### src/rtl/pacman_move_scheduler_pkg.sv
// Shared constants and FSM encoding for the pacman move scheduler.
package pacman_move_scheduler_pkg;

  localparam int unsigned SCREEN_W = 160;
  localparam int unsigned SCREEN_H = 120;
  localparam int unsigned SPR_W_DEF = 20;
  localparam int unsigned SPR_H_DEF = 20;

  typedef enum logic [2:0] {
    StIdle,
    StErase,
    StGo,
    StWaitDone,
    StLatch
  } state_e;

endpackage

### src/rtl/pacman_move_scheduler_frame_tick_gen.sv
// Free-running frame divider; o_tick is high for the single wrap cycle of the counter.
module pacman_move_scheduler_frame_tick_gen #(
  parameter int unsigned FRAME_DIV = 833333
) (
  input  logic i_clock,
  input  logic i_resetn,
  output logic o_tick
);

  localparam int unsigned CntW = (FRAME_DIV > 1) ? $clog2(FRAME_DIV) : 1;

  logic [CntW-1:0] r_cnt;
  logic            w_wrap;

  assign w_wrap = (r_cnt == CntW'(FRAME_DIV - 1));

  always_ff @(posedge i_clock) begin
    if (!i_resetn) begin
      r_cnt <= '0;
    end else if (w_wrap) begin
      r_cnt <= '0;
    end else begin
      r_cnt <= r_cnt + 1'b1;
    end
  end

  assign o_tick = w_wrap;

endmodule

### src/rtl/pacman_move_scheduler.sv
// Per-frame move sequencer: erases the sprite, hands off to the animator via go/done,
// then accepts or rejects the returned position.
module pacman_move_scheduler
  import pacman_move_scheduler_pkg::*;
#(
  parameter int unsigned FRAME_DIV = 833333,
  parameter logic [7:0]  START_X   = 8'd70,
  parameter logic [6:0]  START_Y   = 7'd50,
  parameter int unsigned SPR_W     = SPR_W_DEF,
  parameter int unsigned SPR_H     = SPR_H_DEF,
  parameter logic [7:0]  MAX_X     = 8'(SCREEN_W - SPR_W_DEF),
  parameter logic [6:0]  MAX_Y     = 7'(SCREEN_H - SPR_H_DEF),
  parameter int unsigned TIMEOUT   = 1023
) (
  input  logic       i_clock,
  input  logic       i_resetn,
  input  logic       i_win,
  output logic       o_go,
  input  logic       i_done,
  output logic [7:0] o_pos_x,
  output logic [6:0] o_pos_y,
  input  logic [7:0] i_new_x,
  input  logic [6:0] i_new_y,
  output logic [7:0] o_erase_x,
  output logic [6:0] o_erase_y,
  output logic [2:0] o_erase_col,
  output logic       o_erase_we,
  output logic       o_draw_sel,
  output logic       o_timeout
);

  localparam int unsigned WaitW = $clog2(TIMEOUT + 1);

  logic             w_tick;
  state_e           r_state, w_state_d;
  logic             r_pending, w_pending_d;
  logic [7:0]       r_ex, w_ex_d;
  logic [6:0]       r_ey, w_ey_d;
  logic [WaitW-1:0] r_wait, w_wait_d;
  logic [7:0]       r_pos_x, w_pos_x_d;
  logic [6:0]       r_pos_y, w_pos_y_d;
  logic             r_timeout, w_timeout_d;
  logic             r_go, r_erase_we, r_draw_sel;
  logic [7:0]       r_erase_x;
  logic [6:0]       r_erase_y;

  pacman_move_scheduler_frame_tick_gen #(
    .FRAME_DIV(FRAME_DIV)
  ) u_tick (
    .i_clock (i_clock),
    .i_resetn(i_resetn),
    .o_tick  (w_tick)
  );

  always_comb begin
    w_state_d   = r_state;
    w_pending_d = r_pending;
    w_ex_d      = r_ex;
    w_ey_d      = r_ey;
    w_wait_d    = r_wait;
    w_pos_x_d   = r_pos_x;
    w_pos_y_d   = r_pos_y;
    w_timeout_d = r_timeout;
    unique case (r_state)
      StIdle: begin
        if (r_pending && !i_win) begin
          w_state_d   = StErase;
          w_pending_d = 1'b0;
          w_ex_d      = '0;
          w_ey_d      = '0;
        end
      end
      StErase: begin
        if (r_ex == 8'(SPR_W - 1)) begin
          w_ex_d = '0;
          if (r_ey == 7'(SPR_H - 1)) begin
            w_state_d = StGo;
          end else begin
            w_ey_d = r_ey + 7'd1;
          end
        end else begin
          w_ex_d = r_ex + 8'd1;
        end
      end
      StGo: begin
        w_state_d = StWaitDone;
        w_wait_d  = '0;
      end
      StWaitDone: begin
        if (i_done) begin
          w_state_d = StLatch;
        end else if (r_wait == WaitW'(TIMEOUT)) begin
          w_timeout_d = 1'b1;
          w_state_d   = StIdle;
        end else begin
          w_wait_d = r_wait + 1'b1;
        end
      end
      StLatch: begin
        // Out-of-range covers both overshoot and wrap-around from a negative step.
        if (i_new_x <= MAX_X && i_new_y <= MAX_Y) begin
          w_pos_x_d = i_new_x;
          w_pos_y_d = i_new_y;
        end
        w_state_d = StIdle;
      end
      default: w_state_d = StIdle;
    endcase
    // A fresh tick wins over consumption; only one request is ever held.
    if (w_tick) begin
      w_pending_d = 1'b1;
    end
  end

  always_ff @(posedge i_clock) begin
    if (!i_resetn) begin
      r_state    <= StIdle;
      r_pending  <= 1'b0;
      r_ex       <= '0;
      r_ey       <= '0;
      r_wait     <= '0;
      r_pos_x    <= START_X;
      r_pos_y    <= START_Y;
      r_timeout  <= 1'b0;
      r_go       <= 1'b0;
      r_erase_we <= 1'b0;
      r_draw_sel <= 1'b0;
      r_erase_x  <= '0;
      r_erase_y  <= '0;
    end else begin
      r_state    <= w_state_d;
      r_pending  <= w_pending_d;
      r_ex       <= w_ex_d;
      r_ey       <= w_ey_d;
      r_wait     <= w_wait_d;
      r_pos_x    <= w_pos_x_d;
      r_pos_y    <= w_pos_y_d;
      r_timeout  <= w_timeout_d;
      r_go       <= (w_state_d == StGo);
      r_erase_we <= (w_state_d == StErase);
      r_draw_sel <= (w_state_d == StErase);
      r_erase_x  <= w_pos_x_d + w_ex_d;
      r_erase_y  <= w_pos_y_d + w_ey_d;
    end
  end

  assign o_go        = r_go;
  assign o_pos_x     = r_pos_x;
  assign o_pos_y     = r_pos_y;
  assign o_erase_x   = r_erase_x;
  assign o_erase_y   = r_erase_y;
  assign o_erase_col = 3'b000;
  assign o_erase_we  = r_erase_we;
  assign o_draw_sel  = r_draw_sel;
  assign o_timeout   = r_timeout;

endmodule

### config.mk
export PLATFORM = sky130hd
export DESIGN_NAME = pacman_move_scheduler
export DESIGN_NICKNAME = d
export VERILOG_FILES = /design/src/rtl/pacman_move_scheduler_pkg.sv /design/src/rtl/pacman_move_scheduler_frame_tick_gen.sv /design/src/rtl/pacman_move_scheduler.sv
export SDC_FILE = /design/constraint.sdc
export NUM_CORES = 1
export LEC_CHECK = 0
export BUFFER_PORTS_ARGS = -buffer_cell sky130_fd_sc_hd__buf_2
export CAP_MARGIN = 20
export CORE_MARGIN = 5
export CORE_UTILIZATION = 52
export DETAILED_ROUTE_END_ITERATION = 8
export HOLD_SLACK_MARGIN = 0.06
export PLACE_DENSITY = 0.76
export SLEW_MARGIN = 20
export SYNTH_ARGS = -nofsm -noshare
export SYNTH_HDL_FRONTEND = slang
export SYNTH_SLANG_ARGS = --single-unit
### constraint.sdc
create_clock -name i_clock -period 3.05 [get_ports i_clock]
set_input_delay 0.305 -clock i_clock [delete_from_list [all_inputs] [get_ports i_clock]]
set_output_delay 0.305 -clock i_clock [all_outputs]
set_load 0.005 [all_outputs]
==> metrics.yaml <==
outcome: "finished clean"
grt_max_degree: 33
grt_pass1_wl_microns: 15200
critPathKind: "flip-flop to flip-flop"
avgRoutedWirePerCell_microns: 14.5
gp_congestion: 0.881
synth-simple-area-share: 0.259
clkLatencyLatePin_ps: 350
syn_inst: 442
path_max_fanout: 6
clock_power_share: 0.455
worstHoldPathType: "primary input to flip-flop"
dp_hpwl_microns: 6430
coreArea_sq_um: 7370
placed_cell_area_sq_um: 4490
fin_util: 0.668
whs_endpoint: "o_draw_sel$_SDFF_PN0_"
cts_tree: "yes"
synth-seq-area-share: 0.413
synth.most_common_cell: "dfxtp_1"
tightest_slew_ps: 789
holdCritStartpoint: "i_done"
cpPeakStageDelay_ps: 370
max-vdd-ir-drop_mv: 0.260
synth_adder_area_share: 0.0667
grt_antenna_before_repair: 0
die-area_sq_um: 9500
clkSlewWorstSetupHoldPaths_ps: 80
p_leak_nw: 2.07
start_kind: "flip-flop"
slew_violations: 0
powerDensity_nw_per_um2: 424
synth_top_family_by_area: "simple AND/OR/NAND/NOR gates"
crit_slowest_cell: "fa_2"
area_delta_synth_final_pct: 23.7
synth_edf_count: 0
ys.flop_type: "dfxtp_1"
track_usage: 0.191
yosysWarnings: 0
synth.distinct_cells: 56
regToRegEndpoint: "o_erase_y[6]$_SDFF_PN0_"
crit_chain: "nor3b_2 -> buf_4 -> nand3_4 -> a21oi_4 -> buf_4 -> buf_4 -> mux2_4 -> fa_2 -> a21oi_2 -> nor2_1 -> nor2_1 -> o21ai_1 -> xor2_1 -> mux2_2"
slew_headroom: 0.473
synth_top_area_share: 0.413
num_rows: 31
end_kind: "flip-flop"
power.total_mw: 2.09
arrival_ps: 3180
vias: 3423
intPower_mw: 1.66
cts_root_buf: "clkbuf_8"
initial_core_util: 0.540
nets: 565
fmax_ghz: 0.341
ios: 56
dieHeight_microns: 97.5
cts_made_buffers: 9
setup_viol: 0
synth_area_leaders: "dfxtp_1, ha_1, nor2_1, mux2_2, and2_1"
fp.dieW_microns: 97.5
synth_common_cells: "dfxtp_1, nor2_1, nand2_1"
diodes: 0
h-tree-depth: 3
crit_top_cell: "buf_4"
avgSynthCellArea_sq_um: 9.00
grt_pass1_vias: 3351
switching_share: 0.203
grt_remaining_overflow: 0
comb_power_share: 0.026
whs_ps: 228
synth_seq_cells: 82
regToRegStartpoint: "r_state[0]$_SDFF_PN0_"
port-buffer-count: 52
drt-total-wl_microns: 9130
synth_xor_area_frac: 0.0739
seq_power_share: 0.519
finalClockSkew_ps: 10.5
drc: 0
vias_per_cell: 5.44
worstPathRequired_ps: 3300
synth_mux_area_frac: 0.0503
synth-compound-area-share: 0.108
min_period_over_period: 0.962
cts_sinks: 82
netlist_area_sq_um: 3980
cts_buffer_depth: 2
drv_cap: 0
final_cell_area_sq_um: 4920
fin_setup_tns_ps: 0
drt_pass1_iterations: 5
drt_iter0_drc: 174
min_path_cells: 2
ff2ff_setup_slack_ps: 120
nFillCells: 602
hold_viol_final: 0
ys_async_sr_fraction: 0
min_period_ps: 2930
r2r_cells: 14
antenna_left: 0
yosysTopAreaCell: "dfxtp_1"
drive_gt1_frac: 0.291
switching_power_mw: 0.425
-- logic make-up (layout without fill, tap and decap cells) --
logic type / after synthesis / in the layout
compound gates: 66 / 66
xor+xnor: 32 / 32
fa+ha+maj: 20 / 20
buf+inv: 25 / 111
flops: 82 / 82
mux: 18 / 18
other cells: 1 / 3
simple gates: 198 / 198
-- worst max-delay path, delay by kind of cell (launching register included) --
family                     cells  cell delay (ps)
and+or+nand+nor                4              420
xor gates and xnor gates       1              170
muxes                          2              670
AOI/OAI and AO/OA              3              410
buffers and inverters          3              450
adders and majority gates      1              370
DFF                            1              340
-- registers in the layout, summed over array words and instances (netlist names) --
name	count
o_draw_sel	1
o_erase_x	8
u_tick.r_cnt	20
r_ex	8
r_pending	1
r_wait	10
o_pos_y	7
o_erase_y	7
o_go	1
r_state	3
o_pos_x	8
o_timeout	1
r_ey	7
-- power groups by stage --
stage / registers, mW / logic, mW / clock network [mW]
after floorplan: 1.11 / 0.0268 / 0
after global placement: 1.11 / 0.0512 / 0
after detailed placement: 1.11 / 0.0527 / 0
after CTS: 1.08 / 0.0539 / 0.962
after global routing: 1.08 / 0.0607 / 1.01
final: 1.08 / 0.0546 / 0.948
-- worst max path at each step --
stage                              end  slack [ps]             startpoint  cells after the start
2_1_floorplan  o_erase_y[6]$_SDFF_PN0_           3  r_state[0]$_SDFF_PN0_                     14
3_3_place_gp   o_erase_y[6]$_SDFF_PN0_          90             i_new_y[0]                     13
3_5_place_dp   o_erase_x[7]$_SDFF_PN0_         -60             i_new_x[6]                     13
4_1_cts        o_erase_x[7]$_SDFF_PN0_          10  r_state[1]$_SDFF_PN0_                     13
5_1_grt        o_erase_y[6]$_SDFF_PN0_         -70  r_state[0]$_SDFF_PN0_                     14
6_report       o_erase_y[6]$_SDFF_PN0_         120  r_state[0]$_SDFF_PN0_                     14
-- stage by stage --
step / setup slack (ps) / cells
finish: 115 / 629
global route: -66.6 / 629
CTS: 10.5 / 622
detailed placement: -58.7 / 605
global placement: 90.2 / 605
floorplan: 3.41 / 444
-- routing by layer --
metal  global-route usage  vias to the layer above  part of all wire
met3               0.0495                        9             0.050
met2                0.316                       87              0.48
met5                    0                        -                 0
met1                0.245                     1628              0.46
li1                     -                     1699                 -
met4               0.0586                        0             0.010
-- layout by cell type (no fill, tap or decap), types with 6 or more instances in the layout --
| cell type | count |
|---|---|
| or2_2 | 6 |
| o21ai_0 | 16 |
| buf_4 | 31 |
| nand2_1 | 35 |
| inv_1 | 11 |
| nor3_1 | 12 |
| dfxtp_1 | 79 |
| xor2_1 | 18 |
| clkbuf_8 | 10 |
| nand4_1 | 11 |
| and2_1 | 26 |
| xnor2_1 | 13 |
| a21oi_1 | 13 |
| nand3_1 | 12 |
| mux2_2 | 14 |
| ha_1 | 16 |
| buf_2 | 52 |
| and3_1 | 10 |
| nor2_1 | 54 |
-- what timing repair did --
| action | 4_1_cts | 5_1_grt |
|---|---|---|
| hold buffers | 0 | 0 |
| buffers inserted | 2 | 7 |
| pin swaps | 1 | 10 |
| gates resized for setup | 1 | 32 |
| setup endpoints to repair | 2 | 4 |
-- layout make-up --
| type | count | area, sq um | share of cell area |
|---|---|---|---|
| clock buffer | 11 | 141 | 0.0287 |
| clock inverter | 4 | 98.8 | 0.0201 |
| inverter | 11 | 41.3 | 0.00839 |
| multi-input combinational | 337 | 2350 | 0.479 |
| sequential | 82 | 1650 | 0.334 |
| tap | 99 | 124 | 0.0252 |
| timing repair buffer | 85 | 515 | 0.105 |
Note: power is estimated with default switching activity, not from simulation.
